[src/rtl/pool_seq_ctrl.sv]
// Sequencer feeding a registered max-pool datapath: streams PE elements as CNN_FIN beats,
// closes each window with POOL_FIN and captures the window max, then reports job completion.
`ifndef CNN_XLEN
`define CNN_XLEN 16
`endif

module pool_seq_ctrl #(
  parameter int DATA_WID = `CNN_XLEN,
  parameter int WIN_W    = 4,
  parameter int NWIN_W   = 10
) (
  input  logic                       clk,
  input  logic                       reset,
  input  logic                       start,
  input  logic                       abort,
  input  logic [WIN_W-1:0]           cfg_win,
  input  logic [NWIN_W-1:0]          cfg_nwin,
  input  logic                       pe_valid,
  input  logic signed [DATA_WID-1:0] pe_data,
  output logic                       pe_ready,
  output logic [2:0]                 pool_state,
  output logic [DATA_WID-1:0]        pool_data,
  input  logic [DATA_WID-1:0]        pool_res_data,
  output logic                       res_valid,
  output logic [DATA_WID-1:0]        res_data,
  output logic                       busy,
  output logic                       done,
  output logic                       err
);

  typedef enum logic [2:0] {
    S_IDLE  = 3'd0,
    S_ACCUM = 3'd1,
    S_DRAIN = 3'd2,
    S_FLUSH = 3'd3,
    S_DONE  = 3'd4
  } state_t;

  localparam logic [2:0] PS_INVALID  = 3'd0;
  localparam logic [2:0] PS_CNN_FIN  = 3'd2;
  localparam logic [2:0] PS_POOL_FIN = 3'd3;
  localparam logic [2:0] PS_COMPL    = 3'd4;

  state_t              state, state_nxt;
  logic [WIN_W-1:0]    elem_cnt, elem_nxt;
  logic [NWIN_W-1:0]   win_cnt, win_cnt_nxt;
  logic [WIN_W-1:0]    win_cfg, win_cfg_nxt;
  logic [NWIN_W-1:0]   nwin_cfg, nwin_cfg_nxt;
  logic [2:0]          ps_nxt;
  logic [DATA_WID-1:0] pd_nxt, rd_nxt;
  logic                rv_nxt, done_nxt, err_nxt;

  assign busy = (state != S_IDLE);

  always_comb begin
    state_nxt    = state;
    elem_nxt     = elem_cnt;
    win_cnt_nxt  = win_cnt;
    win_cfg_nxt  = win_cfg;
    nwin_cfg_nxt = nwin_cfg;
    ps_nxt       = PS_INVALID;
    pd_nxt       = '0;
    rd_nxt       = res_data;
    rv_nxt       = 1'b0;
    done_nxt     = 1'b0;
    err_nxt      = 1'b0;
    pe_ready     = 1'b0;

    // Abort wins over every in-job transition; POOL_FIN tells the datapath to drop its partial max.
    if (state != S_IDLE && abort) begin
      state_nxt   = S_IDLE;
      ps_nxt      = PS_POOL_FIN;
      elem_nxt    = '0;
      win_cnt_nxt = '0;
    end else begin
      case (state)
        S_IDLE: begin
          if (start) begin
            if (cfg_win != '0 && cfg_nwin != '0) begin
              win_cfg_nxt  = cfg_win;
              nwin_cfg_nxt = cfg_nwin;
              elem_nxt     = '0;
              win_cnt_nxt  = '0;
              state_nxt    = S_ACCUM;
            end else begin
              err_nxt = 1'b1;
            end
          end
        end
        S_ACCUM: begin
          pe_ready = 1'b1;
          if (pe_valid) begin
            ps_nxt = PS_CNN_FIN;
            pd_nxt = pe_data;
            if (elem_cnt == win_cfg - WIN_W'(1)) begin
              elem_nxt  = '0;
              state_nxt = S_DRAIN;
            end else begin
              elem_nxt = elem_cnt + WIN_W'(1);
            end
          end
        end
        // One idle cycle lets the datapath register the window's last element.
        S_DRAIN: state_nxt = S_FLUSH;
        S_FLUSH: begin
          ps_nxt      = PS_POOL_FIN;
          rd_nxt      = pool_res_data;
          rv_nxt      = 1'b1;
          win_cnt_nxt = win_cnt + NWIN_W'(1);
          state_nxt   = (win_cnt == nwin_cfg - NWIN_W'(1)) ? S_DONE : S_ACCUM;
        end
        S_DONE: begin
          ps_nxt    = PS_COMPL;
          done_nxt  = 1'b1;
          state_nxt = S_IDLE;
        end
        default: state_nxt = S_IDLE;
      endcase
    end
  end

  always_ff @(posedge clk) begin
    if (reset) begin
      state      <= S_IDLE;
      elem_cnt   <= '0;
      win_cnt    <= '0;
      win_cfg    <= '0;
      nwin_cfg   <= '0;
      pool_state <= PS_INVALID;
      pool_data  <= '0;
      res_data   <= '0;
      res_valid  <= 1'b0;
      done       <= 1'b0;
      err        <= 1'b0;
    end else begin
      state      <= state_nxt;
      elem_cnt   <= elem_nxt;
      win_cnt    <= win_cnt_nxt;
      win_cfg    <= win_cfg_nxt;
      nwin_cfg   <= nwin_cfg_nxt;
      pool_state <= ps_nxt;
      pool_data  <= pd_nxt;
      res_data   <= rd_nxt;
      res_valid  <= rv_nxt;
      done       <= done_nxt;
      err        <= err_nxt;
    end
  end

endmodule

[config.mk]
export PLATFORM = sky130hd
export DESIGN_NAME = pool_seq_ctrl
export DESIGN_NICKNAME = d
export VERILOG_FILES = /design/src/rtl/pool_seq_ctrl.sv
export SDC_FILE = /design/constraint.sdc
export NUM_CORES = 1
export LEC_CHECK = 0
export ABC_AREA = 1
export BUFFER_PORTS_ARGS = -buffer_cell sky130_fd_sc_hd__buf_4
export CORE_ASPECT_RATIO = 1.1
export CORE_UTILIZATION = 45
export DETAILED_ROUTE_END_ITERATION = 10
export PLACE_DENSITY = 0.72
export SYNTH_ARGS = -nofsm -noshare
export SYNTH_HDL_FRONTEND = slang
export SYNTH_SLANG_ARGS = --single-unit
[constraint.sdc]
create_clock -name clk -period 2.15 [get_ports clk]
set_input_delay 0 -clock clk [delete_from_list [all_inputs] [get_ports clk]]
set_output_delay 0 -clock clk [all_outputs]
set_load 0.01 [all_outputs]
Yosys cells after proc, flatten, opt, wreduce, memory -nomap -nowiden:

Cells that the tools add are included.

* bits of input ports: 51
* bits in registers: 69
* output and inout bits: 40

* bitwise operators: 5
* mux-type cells: 22
* add/sub/neg operators: 4
* reduce and logical (&&, ||, !) cells: 16
* equality and inequality tests: 10

Operators with widths (count)
* $mux 10: 2
* $pmux 10 s2: 1
* $mux 4: 4
* $mux 3: 5
* $pmux 3 s4: 1
* $reduce_and 4->1: 3
* $add 10x1->10 const B: 1
* $eq 10x10->1: 1
* $reduce_bool 10->1: 1
* $sub 10x1->10 const B: 1
* $pmux 3 s3: 1
* $ne 2x2->1 const B: 4
* $pmux 4 s2: 1
* $reduce_or 4->1: 2
* $eq 3x2->1 const B: 2
* $mux 1: 5
* $not 1->1: 5
* $add 4x1->4 const B: 1
* $eq 4x4->1: 1
* $mux 2: 2
* $reduce_bool 2->1: 2
* $reduce_bool 4->1: 1
* $sub 4x1->4 const B: 1
* $eq 3x1->1 const B: 1
* other kinds (7): 8

Depth between registers and ports, before layout:

Gate-level depths: netlist of the first run.

* depth after elaboration: 5
* depth in mapped cells: 14

Worst setup path before layout of the first run:

OpenSTA, ideal clock, no wires.

* path type: register -> register
* start: reg win_cfg[0]
* end: reg state[0]
* slack: 0.666 ns
* path buffers: 0
* required time: 2.080 ns
* clock period less this slack: 1.484 ns
* stages on the path, launching flop included: 12
* arrival: 1.414 ns
* cell sequence: dfxtp_1 inv_1 ha_1 inv_1 nand2_1 a22oi_1 nand3_1 nand2_1 nand3_1 nor2_1 nand2_1 a21oi_1

* cells in the longest elaborated chain, start to end: 4

Ends and longest elaborated chain
* start, declared: line 47 `logic [WIN_W-1:0] win_cfg, win_cfg_nxt;`
* start signal, assigned: line 139 `win_cfg <= win_cfg_nxt;`
* $sub 4x1->4: line 95 `if (elem_cnt == win_cfg - WIN_W'(1)) begin`
* $eq 4x4->1: line 95
* $ne 2x2->1 (no source line)
* $reduce_and 4->1 (no source line)
* end signal, assigned: line 136 `state <= state_nxt;`
* end, declared: line 44 `state_t state, state_nxt;`

Every way passes these cells.
A chain may end at the register's enable or synchronous reset.

Final worst setup path of the first run:

* start: reg state[2]
* end: reg win_cnt[2]

* cells in the longest elaborated chain, start to end: 3
* elaborated cells on any way between the ends: 10
* those cells by class: eq/ne (3); mux (1); reduce/logical (6)

Ends and longest elaborated chain
* $eq 3x2->1, or another cell as far along: line 76 `case (state)`
* $reduce_bool 2->1 (no source line), or another cell as far along
* $reduce_and 3->1 (no source line) / $reduce_or 2->1 (equally long branches)
* end signal, assigned: line 138 `win_cnt <= win_cnt_nxt;`
* end, declared: line 46 `logic [NWIN_W-1:0] win_cnt, win_cnt_nxt;`

Several ways; a longest one is shown, not always the timed one.

==> results by group, run 1 <==
Pwr
  • Sw power: 1.29 mW
  • VDD IR max: 0.000646 V
  • Clk pwr share: 0.307
  • Sw Share: 0.338
  • Combinational power share: 0.300
  • Pwr dens: about 830 mW/mm^2
  • Total power draw: ~3.8 mW
  • Power Internal: 2.52 mW
  • Flop pwr share: 0.393
  • Leak: about 2.2 nW

Floorplan
  • Die X: 81.9 um
  • DIE AREA: 0.00735 sq mm
  • Core Region: 0.00667 sq mm
  • DIE HEIGHT: 89.8 um
  • Initial core utilization: 0.473
  • Cell Rows: 31
  • Top Ports: about 90

Critical path
  • Crit path DAT: 2.08 ns
  • Critical Path Slowest Stage Cell: dfxtp_1
  • Reg2Reg Depth: 8
  • Worst setup EP type: register
  • Reg2reg start: state[2]
  • R2R Setup Slk: 0.32 ns
  • Critical path buffer and inverter count: 3
  • Crit path top cell by count: inv_2
  • Worst Path Required: 2.40 ns
  • R2r endpoint: win_cnt[2]
  • Top delay family on crit path: compound AO/OA/AOI/OAI gates
  • Setup crit start kind: register
  • Worst path max stage delay: 0.47 ns
  • Crit-path max FO: 13
  • Cells along the critical path: inv_2 -> nand2_2 -> inv_2 -> nand2_4 -> inv_2 -> o21ai_2 -> o21ai_0 -> nor3b_1
  • Instance count on the critical path: 8
  • Crit path kind: register to register

STA
  • Rel. slew slack: 0.614
  • Setup violations, final: 0
  • Period utilization: 0.849
  • Fmax: 0.548 GHz
  • Final Hold Fails: 0
  • Final WS setup: between 0.3 and 0.4 ns
  • Crit path time final: 1.83 ns
  • Unrepaired setup endpoints after global routing: false
  • Sum Neg Setup Slack: 0 ns
  • Slew Viols, Final: 0
  • Clock Skew: 0.0100 ns
  • Slew @ Worst Pin: 0.577 ns

Clock network
  • Longest Clk Path Bufs: 2
  • Post-CTS sizing: 0
  • Clock insertion delay at the later pin of the skew report: 0.34 ns
  • Num CTS Buffers: 9
  • Clock sinks: 69
  • Reg clk slew, reported paths: 0.08 ns
  • Cts hold-fix bufs: between 40 and 50
  • CTS tree: built
  • H-tree Lvls: 3
  • Root Driver: clkbuf_8
  • Setup bufs post-CTS: 0

Synth
  • Mapped cell area: 0.00316 sq mm
  • Avg Inst Size Synth: 7.14 sq um
  • Distinct cells, synth: 33
  • Register area share after synthesis: 0.438
  • Mapped Cells: 442
  • Yosys Warn Count: 0
  • Flops & latches, synth: between 60 and 70
  • Synthesized Nets: 497

Layout
  • Final #Nets: 636
  • Fillers: 551
  • Layout cells sized above 1: 0.217
  • Total inserted antenna cells: 0
  • Non-filler cells, final: 668
  • Layout area overhead: 45.0%
  • Util after Layout: 0.686

Placement
  • Post-DP HPWL: 5400 um
  • Routability cong.: between 0.9 and 1
  • Inst Count DP: ~600
  • # port buffers: 90
  • Post-Place Setup Slack: 0.365 ns

Hold path
  • Hold Path End: win_cfg[0]
  • Min-Delay Path Depth: 4
  • Hold Path Class: primary input to register
  • Hold path startpoint: start

Routing
  • DRC viols: 0
  • 1st-iter DRT viols: about 140
  • Post-DRT Antenna Nets: 0
  • Initial DRT Pass Iterations: 4
  • Via count: 3,259
  • Routed WL: 8500 um
  • Drt via density: 4.88
  • Routed len/inst: 12.7 um

Job
  • Max Cap Violations: 0

GRT
  • Number of global-route vias before repair: 3,259
  • Gr usage total: 0.248
  • Global-route wire length before repair: about 14,000 um
  • Total gr overflow: 0
  • Initial antenna violation count: 0
  • Largest net degree at the start of global routing: 32

Outcome
  • Status: completed
[layout by cell type (no fill, tap or decap), drive strengths merged]
cell / count
a21oi: 22
xor2: 8
nor3: 14
and3: 1
dfxtp: 69
nand3b: 1
o21bai: 1
nand2: 72
clkinvlp: 2
nand3: 22
clkinv: 2
clkbuf: 9
a22oi: 1
or2: 3
o21ai: 35
a32o: 1
nor2: 95
a2bb2oi: 1
ha: 4
xnor2: 8
bufinv: 2
buf: 92
nor3b: 2
dlygate4sd3: 48
nand4: 5
inv: 65
o22ai: 1
[worst max-delay path by stage]
stage                           from         end  slack, ns
after floorplan           win_cfg[0]    state[0]       0.67
after global placement      state[2]  win_cnt[2]       0.36
after detailed placement    state[2]  win_cnt[2]       0.37
after CTS                   state[2]  win_cnt[2]       0.34
after global routing        state[2]  win_cnt[2]       0.12
final                       state[2]  win_cnt[2]       0.32
[cells in the mapped netlist, drive strengths merged]
| cell type | number | area share |
|---|---|---|
| xor2 | 8 | 0.022 |
| nand3b | 1 | 0.0024 |
| nand3 | 22 | 0.035 |
| o22ai | 1 | 0.0020 |
| xnor2 | 8 | 0.022 |
| inv | 64 | 0.076 |
| a21oi | 22 | 0.035 |
| nand4 | 5 | 0.0099 |
| o21ai | 35 | 0.057 |
| and3 | 1 | 0.0024 |
| a2bb2oi | 1 | 0.0028 |
| clkbuf | 5 | 0.0063 |
| nor2 | 95 | 0.12 |
| nor3b | 2 | 0.0048 |
| ha | 4 | 0.016 |
| nand2 | 72 | 0.089 |
| a22oi | 1 | 0.0024 |
| dfxtp | 69 | 0.44 |
| buf | 7 | 0.017 |
| nor3 | 14 | 0.029 |
| a32o | 1 | 0.0032 |
| o21bai | 1 | 0.0024 |
| or2 | 3 | 0.0059 |
[metal layers]
layer / global-route usage / vias to the layer above / part of all wire
met3: 0.0538 / 18 / 0.051
met2: 0.444 / 90 / 0.53
met5: 0 / - / 0
met4: 0.0936 / 0 / 0.022
met1: 0.275 / 1486 / 0.40
li1: - / 1665 / -
[kinds of logic after synthesis]
logic type,synth area share
buffers and inverters,0.0995
adder cells (fa/ha/maj),0.0159
AND/OR/NAND/NOR,0.298
XOR/XNOR,0.0444
flip-flops,0.438
AO/OA/AOI/OAI,0.104
[state kept, by name (all words and copies together) (netlist names)]
signal / cells
pool_data: 16
res_data: 16
nwin_cfg: 10
win_cnt: 10
elem_cnt: 4
win_cfg: 4
pool_state: 3
state: 3
done: 1
err: 1
res_valid: 1
[area by class of cell]
type | count | area [sq um] | area share
clock buffer | 9 | 124 | 0.0271
inverter | 64 | 240 | 0.0525
tap | 82 | 103 | 0.0224
timing repair buffer | 140 | 1170 | 0.256
multi-input combinational | 297 | 1460 | 0.319
clock inverter | 7 | 97.6 | 0.0213
sequential | 69 | 1380 | 0.302
[stage by stage]
stage,cell area [sq um],hold WS (ns)
after floorplan,3160,0.0548
after global placement,3880,0.192
after detailed placement,3880,0.203
after CTS,4580,0.0848
after global routing,4580,0.115
final,4580,0.107
[tightest hold or removal path, stage by stage]
cell,delay [ns]
buf_4,0.13
nand2_4,0.08
nor2_4,0.05
a21oi_1,0.14
[power groups by stage]
stage	Sequential, mW	Clock, mW	Combinational (mW)
2_1_floorplan	1.51	0	0.787
3_3_place_gp	1.52	0	1.05
3_5_place_dp	1.52	0	1.06
4_1_cts	1.50	1.19	1.14
6_report	1.50	1.17	1.15
5_1_grt	1.52	1.26	1.31
No activity file was read; power rests on OpenSTA's default activity.
==> inputs of run 2 (changes only) <==
--- a/config.mk
+++ b/config.mk
@@ -10,7 +10,7 @@
 export CORE_ASPECT_RATIO = 1.1
 export CORE_UTILIZATION = 45
 export DETAILED_ROUTE_END_ITERATION = 10
-export PLACE_DENSITY = 0.72
+export PLACE_DENSITY = 0.75
 export SYNTH_ARGS = -nofsm -noshare
 export SYNTH_HDL_FRONTEND = slang
 export SYNTH_SLANG_ARGS = --single-unit
==> constraint.sdc (replaced) <==
create_clock -name clk -period 1.59 [get_ports clk]
set_input_delay 0 -clock clk [delete_from_list [all_inputs] [get_ports clk]]
set_output_delay 0 -clock clk [all_outputs]
set_load 0.01 [all_outputs]
==> results by group, run 2 (synthesis results as in run 1) <==
Clock network
  • Reg clk slew, reported paths: 0.08 ns (about the same)
  • Clock sinks: 69 (unchanged)
  • CTS tree: built (unchanged)
  • H-tree Lvls: 3 (unchanged)
  • Num CTS Buffers: 9 (unchanged)
  • Root Driver: clkbuf_8 (unchanged)
  • Clock insertion delay at the later pin of the skew report: 0.34 ns (about the same)
  • Longest Clk Path Bufs: 2 (unchanged)

Floorplan
  • Top Ports: 91 (unchanged)
  • DIE AREA: 0.00735 sq mm (unchanged)
  • DIE HEIGHT: 89.8 um (unchanged)
  • Cell Rows: 31 (unchanged)
  • Core Region: 0.00667 sq mm (unchanged)
  • Die X: 81.9 um (unchanged)
  • Initial core utilization: 0.473 (unchanged)

Pwr
  • VDD IR max: 0.000654 V (was 0.000646 V)
  • Total power draw: 5.55 mW (was 3.81 mW)
  • Pwr dens: 1130 mW/mm^2 (was 833 mW/mm^2)
  • Leak: 2.35 nW (was 2.20 nW)

Placement
  • # port buffers: 90 (unchanged)
  • Routability cong.: 0.842 (was 0.924)
  • Post-Place Setup Slack: -0.0397 ns (was 0.365 ns)
  • Post-DP HPWL: 5590 um (was 5400 um)

Routing
  • Via count: 3,423 (was 3,259)
  • Routed WL: 9190 um (was 8500 um)
  • DRC viols: 0 (unchanged)
  • Initial DRT Pass Iterations: 4 (unchanged)
  • Routed len/inst: 13.3 um (was 12.7 um)
  • Drt via density: 4.94 (was 4.88)
  • Post-DRT Antenna Nets: 0 (unchanged)
  • 1st-iter DRT viols: 179 (was 135)

GRT
  • Largest net degree at the start of global routing: 20 (was 32)
  • Global-route wire length before repair: 14,800 um (was 14,300 um)
  • Gr usage total: 0.254 (was 0.248)
  • Total gr overflow: 0 (unchanged)
  • Number of global-route vias before repair: 3,460 (was 3,259)
  • Initial antenna violation count: 0 (unchanged)

STA
  • Period utilization: 1.00
  • Rel. slew slack: 0.717 (was 0.614)
  • Final WS setup: -0.00668 ns (was 0.325 ns)
  • Fmax: 0.626 GHz
  • Crit path time final: 1.60 ns
  • Clock Skew: 0.00811 ns (was 0.0100 ns)
  • Final Hold Fails: 0 (unchanged)
  • Unrepaired setup endpoints after global routing: true (was false)
  • Slew @ Worst Pin: 0.424 ns (was 0.577 ns)
  • Slew Viols, Final: 0 (unchanged)
  • Setup violations, final: 1 (was 0)

Critical path
  • Setup crit start kind: primary input (was register)
  • CP startpoint: cfg_nwin[2] (was state[2])
  • Worst setup EP type: register (unchanged)
  • Crit path kind: primary input to register (was register to register)
  • Crit-path max FO: 7 (was 13)
  • Reg2reg start: state[0] (was state[2])
  • Worst Path Required: 1.81 ns (was 2.40 ns)
  • Reg2Reg Depth: 9 (was 8)
  • Crit path DAT: 1.82 ns (was 2.08 ns)

Hold path
  • Hold path startpoint: abort (was start)
  • Min-Delay Path Depth: 5 (was 4)
  • Hold Path Class: primary input to register (unchanged)

Job
  • Max Cap Violations: 0 (unchanged)

Layout
  • Top flop regs: pool_data: 16 flops, res_data: 16 flops (unchanged)
  • Total inserted antenna cells: 0 (unchanged)
  • Commonest non-fill, non-tap cell in the layout: buf_4 (unchanged)
  • Layout area overhead: 55.6% (was 45.0%)
  • Most frequent cells in the layout: buf_4 (112), nor2_1 (87), nand2_1 (64), dfxtp_1 (64), inv_1 (51) (was buf_4 (92), nor2_1 (91), nand2_1 (70))
  • Final #Nets: 662 (was 636)
  • Layout cells sized above 1: 0.298 (was 0.217)

Outcome
  • Status: finished, violations left (was completed)
  • Failing checks: negative setup slack
==> run 2: area by class of cell <==
| type | count | area, sq um |
|---|---|---|
| timing repair buffer | 166 | 1410 |
| fill | 473 | 1760 |
| multi-input combinational | 297 | 1550 |
| clock inverter | 6 | 88.8 |
| inverter | 64 | 250 |
| sequential | 69 | 1390 |
| tap | 82 | 103 |
| clock buffer | 9 | 124 |
==> run 2: repair_timing <==
| item | CTS | global route |
|---|---|---|
| pin swaps | 3 | 17 |
| buffers inserted | 0 | 11 |
| endpoints found under the setup margin | 3 | 41 |
| resized for setup | 4 | 32 |
| endpoints found under the hold margin | 50 | 0 |
| hold buffers | 48 | 0 |
==> run 2: metal layers <==
layer / part of all wire / track usage / vias to the layer above / wire, um
met3: 0.051 / 0.0548 / 22 / 473
li1: - / - / 1714 / -
met2: 0.53 / 0.470 / 106 / 4880
met1: 0.40 / 0.278 / 1581 / 3660
met4: 0.019 / 0.0760 / 0 / 172
met5: 0 / 0 / - / 0
==> run 2: worst max-delay path, stage by stage <==
cell and delay (ns):
dlygate4sd3_1 0.58, buf_4 0.14, nor2_1 0.05, nand4_1 0.13, nand2_2 0.10, buf_4 0.15, nor2_4 0.11, clkinvlp_4 0.12
buf_2 0.18, o21ai_0 0.20, a21oi_1 0.07
==> run 2: path summary, 6_finish.rpt <==
path	to	slack, ns
max	nwin_cfg[5]	-0.007
min	pool_state[0]	0.12
max reg2reg	nwin_cfg[5]	0.01
min reg2reg	elem_cnt[3]	0.49
==> run 2: metrics by stage <==
step / util / instance area, sq um / instances / hold WS (ns) / setup TNS, ns
final: 0.736 / 4910 / 693 / 0.122 / -0.00668
after global routing: 0.736 / 4910 / 693 / 0.147 / -1.04
after CTS: 0.706 / 4710 / 682 / 0.0998 / 0
after detailed placement: 0.600 / 4000 / 619 / 0.196 / -0.0467
after global placement: 0.600 / 4000 / 619 / 0.196 / 0
after floorplan: - / 3160 / 442 / 0.0548 / 0
==> run 2: where the power goes <==
group | switching (mW) | leakage (nW) | total [mW] | internal [mW]
Clock | 0.686 | 0.101 | 1.56 | 0.874
Combinational | 1.06 | 1.68 | 1.95 | 0.886
Sequential | 0.156 | 0.562 | 2.05 | 1.89
Total | 1.90 | 2.35 | 5.55 | 3.65
==> inputs of run 3 (changes only) <==
--- a/config.mk
+++ b/config.mk
@@ -8,9 +8,9 @@
 export ABC_AREA = 1
 export BUFFER_PORTS_ARGS = -buffer_cell sky130_fd_sc_hd__buf_4
 export CORE_ASPECT_RATIO = 1.1
-export CORE_UTILIZATION = 45
+export CORE_UTILIZATION = 30
 export DETAILED_ROUTE_END_ITERATION = 10
-export PLACE_DENSITY = 0.75
+export PLACE_DENSITY = 0.52
 export SYNTH_ARGS = -nofsm -noshare
 export SYNTH_HDL_FRONTEND = slang
 export SYNTH_SLANG_ARGS = --single-unit
==> constraint.sdc (replaced) <==
create_clock -name clk -period 1.7 [get_ports clk]
set_input_delay 0 -clock clk [delete_from_list [all_inputs] [get_ports clk]]
set_output_delay 0 -clock clk [all_outputs]
set_load 0.01 [all_outputs]
==> results by group, run 3 (synthesis results as in run 1) <==
Outcome
  • Status: completed (was finished, violations left)

Pwr
  • VDD IR max: 0.000477 V (was 0.000654 V)
  • Pwr dens: 1080 mW/mm^2 (was 1130 mW/mm^2)
  • Leak: 2.32 nW (was 2.35 nW)

Clock network
  • Clock sinks: 69 (unchanged)
  • H-tree Lvls: 3 (unchanged)
  • Reg clk slew, reported paths: 0.08 ns (about the same)
  • CTS tree: built (unchanged)
  • Clock insertion delay at the later pin of the skew report: 0.35 ns (was 0.34 ns)
  • Root Driver: clkbuf_8 (unchanged)
  • Longest Clk Path Bufs: 2 (unchanged)
  • Num CTS Buffers: 9 (unchanged)

Hold path
  • Hold Path End: res_data[7] (was pool_state[0])
  • Hold path startpoint: abort (unchanged)
  • Min-Delay Path Depth: 4 (was 5)
  • Hold Path Class: primary input to register (unchanged)

Routing
  • Routed len/inst: 11.4 um (was 13.3 um)
  • Via count: 3,257 (was 3,423)
  • Post-DRT Antenna Nets: 0 (unchanged)
  • Initial DRT Pass Iterations: 6 (was 4)
  • 1st-iter DRT viols: 66 (was 179)
  • Routed WL: 8560 um (was 9190 um)
  • DRC viols: 0 (unchanged)
  • Drt via density: 4.35 (was 4.94)

GRT
  • Global-route wire length before repair: 14,100 um (was 14,800 um)
  • Number of global-route vias before repair: 3,212 (was 3,460)
  • Total gr overflow: 0 (unchanged)
  • Largest net degree at the start of global routing: 21 (was 20)
  • Gr usage total: 0.162 (was 0.254)
  • Initial antenna violation count: 0 (unchanged)

STA
  • Slew Viols, Final: 0 (unchanged)
  • Fmax: a little over 0.6 GHz
  • Final WS setup: 0.0610 ns (was -0.00668 ns)
  • Period utilization: 0.964
  • Slew @ Worst Pin: 0.519 ns (was 0.424 ns)
  • Rel. slew slack: 0.654 (was 0.717)
  • Setup violations, final: 0 (was 1)
  • Final Hold Fails: 0 (unchanged)
  • Crit path time final: 1.64 ns
  • Unrepaired setup endpoints after global routing: true (unchanged)
  • Clock Skew: 0.00705 ns (was 0.00811 ns)
  • Final hold slack: 0.0444 ns (was 0.122 ns)

Floorplan
  • Core Region: 0.0100 sq mm (was 0.00667 sq mm)
  • Top Ports: 91 (unchanged)
  • Cell Rows: 38 (was 31)
  • Initial core utilization: 0.315 (was 0.473)
  • DIE AREA: 0.0109 sq mm (was 0.00735 sq mm)
  • Die X: 99.8 um (was 81.9 um)
  • DIE HEIGHT: 110 um (was 89.8 um)

Critical path
  • Worst path max stage delay: 0.55 ns (was 0.58 ns)
  • Crit path DAT: 1.88 ns (was 1.82 ns)
  • Reg2Reg Depth: 7 (was 9)
  • Crit path top cell by count: nor2_1 (was buf_4)
  • R2r endpoint: pool_state[1] (was nwin_cfg[5])
  • Setup crit start kind: register (was primary input)
  • Worst Path Required: 1.94 ns (was 1.81 ns)
  • Cells along the critical path: nor2_2 -> nand2_2 -> inv_2 -> nor2_1 -> nor2_1 -> a21oi_1 -> dlygate4sd3_1 (was dlygate4sd3_1 -> buf_4 -> nor2_1 -> nand4_1 -> nand2_2 -> buf_4 -> nor2_4 -> clkinvlp_4 -> buf_2 -> o21ai_0 -> a21oi_1)
  • R2R Setup Slk: 0.06 ns (was 0.01 ns)
  • Critical path buffer and inverter count: 2 (was 5)
  • Crit path kind: register to register (was primary input to register)
  • Reg2reg start: state[1] (was state[0])
  • Worst setup EP type: register (unchanged)
  • Crit-path max FO: 5 (was 7)
  • Top delay family on crit path: buffers and inverters (unchanged)
  • Critical Path Slowest Stage Cell: dlygate4sd3_1 (unchanged)

Layout
  • Reg area: 0.00139 sq mm (unchanged)
  • Top flop regs: pool_data: 16 flops, res_data: 16 flops (unchanged)
  • Commonest non-fill, non-tap cell in the layout: buf_4 (unchanged)
  • Most frequent cells in the layout: buf_4 (111), nor2_1 (89), nand2_1 (69) (was buf_4 (112), nor2_1 (87), nand2_1 (64), dfxtp_1 (64), inv_1 (51))
  • Final #Nets: 658 (was 662)
  • Fillers: 969 (was 473)
  • Multi-input gate area: 0.00151 sq mm (was 0.00155 sq mm)
  • Total inserted antenna cells: 0 (unchanged)
  • Layout area overhead: 55.1% (was 55.6%)
  • Layout cells sized above 1: 0.275 (was 0.298)

Placement
  • Routability cong.: 0.802 (was 0.842)
  • Post-Place Setup Slack: -0.00452 ns (was -0.0397 ns)
  • # port buffers: 90 (unchanged)
  • Post-DP HPWL: 6020 um (was 5590 um)

Job
  • Max Cap Violations: 0 (unchanged)
## run 3: worst max-delay path by stage
stage | endpoint | slack, ns | start | cells after the start
2_1_floorplan | state[0] | 0.22 | win_cfg[0] | 11
3_3_place_gp | nwin_cfg[8] | 0.06 | state[0] | 8
3_5_place_dp | nwin_cfg[2] | -0.005 | state[0] | 8
4_1_cts | nwin_cfg[2] | 0.01 | state[0] | 8
5_1_grt | pool_state[1] | -0.02 | state[1] | 7
6_report | pool_state[1] | 0.06 | state[1] | 7
## run 3: report_power, final
part           internal, mW  switching, mW
clock network          1.02          0.634
logic                 0.776          0.951
registers              1.77          0.137
## run 3: area by class of cell
cell class                      instances  area share
Clock buffer                           11      0.0289
Clock inverter                          5      0.0220
Inverter                               64      0.0498
Multi-Input combinational cell        297       0.308
Sequential cell                        69       0.283
Tap cell                              140      0.0358
Timing Repair Buffer                  159       0.268
Timing Repair inverter                  3     0.00409
## run 3: layer usage
layer	GRT usage	share of wire	up-vias
li1	-	-	1712
met1	0.184	0.44	1468
met2	0.296	0.51	65
met3	0.0350	0.037	12
met4	0.0620	0.017	0
met5	0	0	-
## run 3: tightest hold or removal path: cells and delay by family
| family | cells | cell delay, ns |
|---|---|---|
| buffers and inverters | 1 | 0.12 |
| AOI/OAI and AO/OA | 1 | 0.15 |
| and+or+nand+nor | 2 | 0.09 |
## run 3: timing repair
action	CTS	global route
gates resized for setup	2	20
hold endpoints to repair	51	0
endpoints found under the setup margin	1	27
cloned	1	2
pin swaps	0	11
hold buffers	48	0
setup buffers	0	6
## run 3: metrics by stage
stage	area, sq um	utilization	power (mW)	setup TNS, ns	instances
floorplan	3160	-	2.91	0	442
global placement	4050	0.403	3.36	0	675
detailed placement	4050	0.403	3.37	-0.00452	675
CTS	4790	0.477	5.17	0	740
global route	4900	0.488	5.65	-0.0164	748
finish	4900	0.488	5.29	0	748
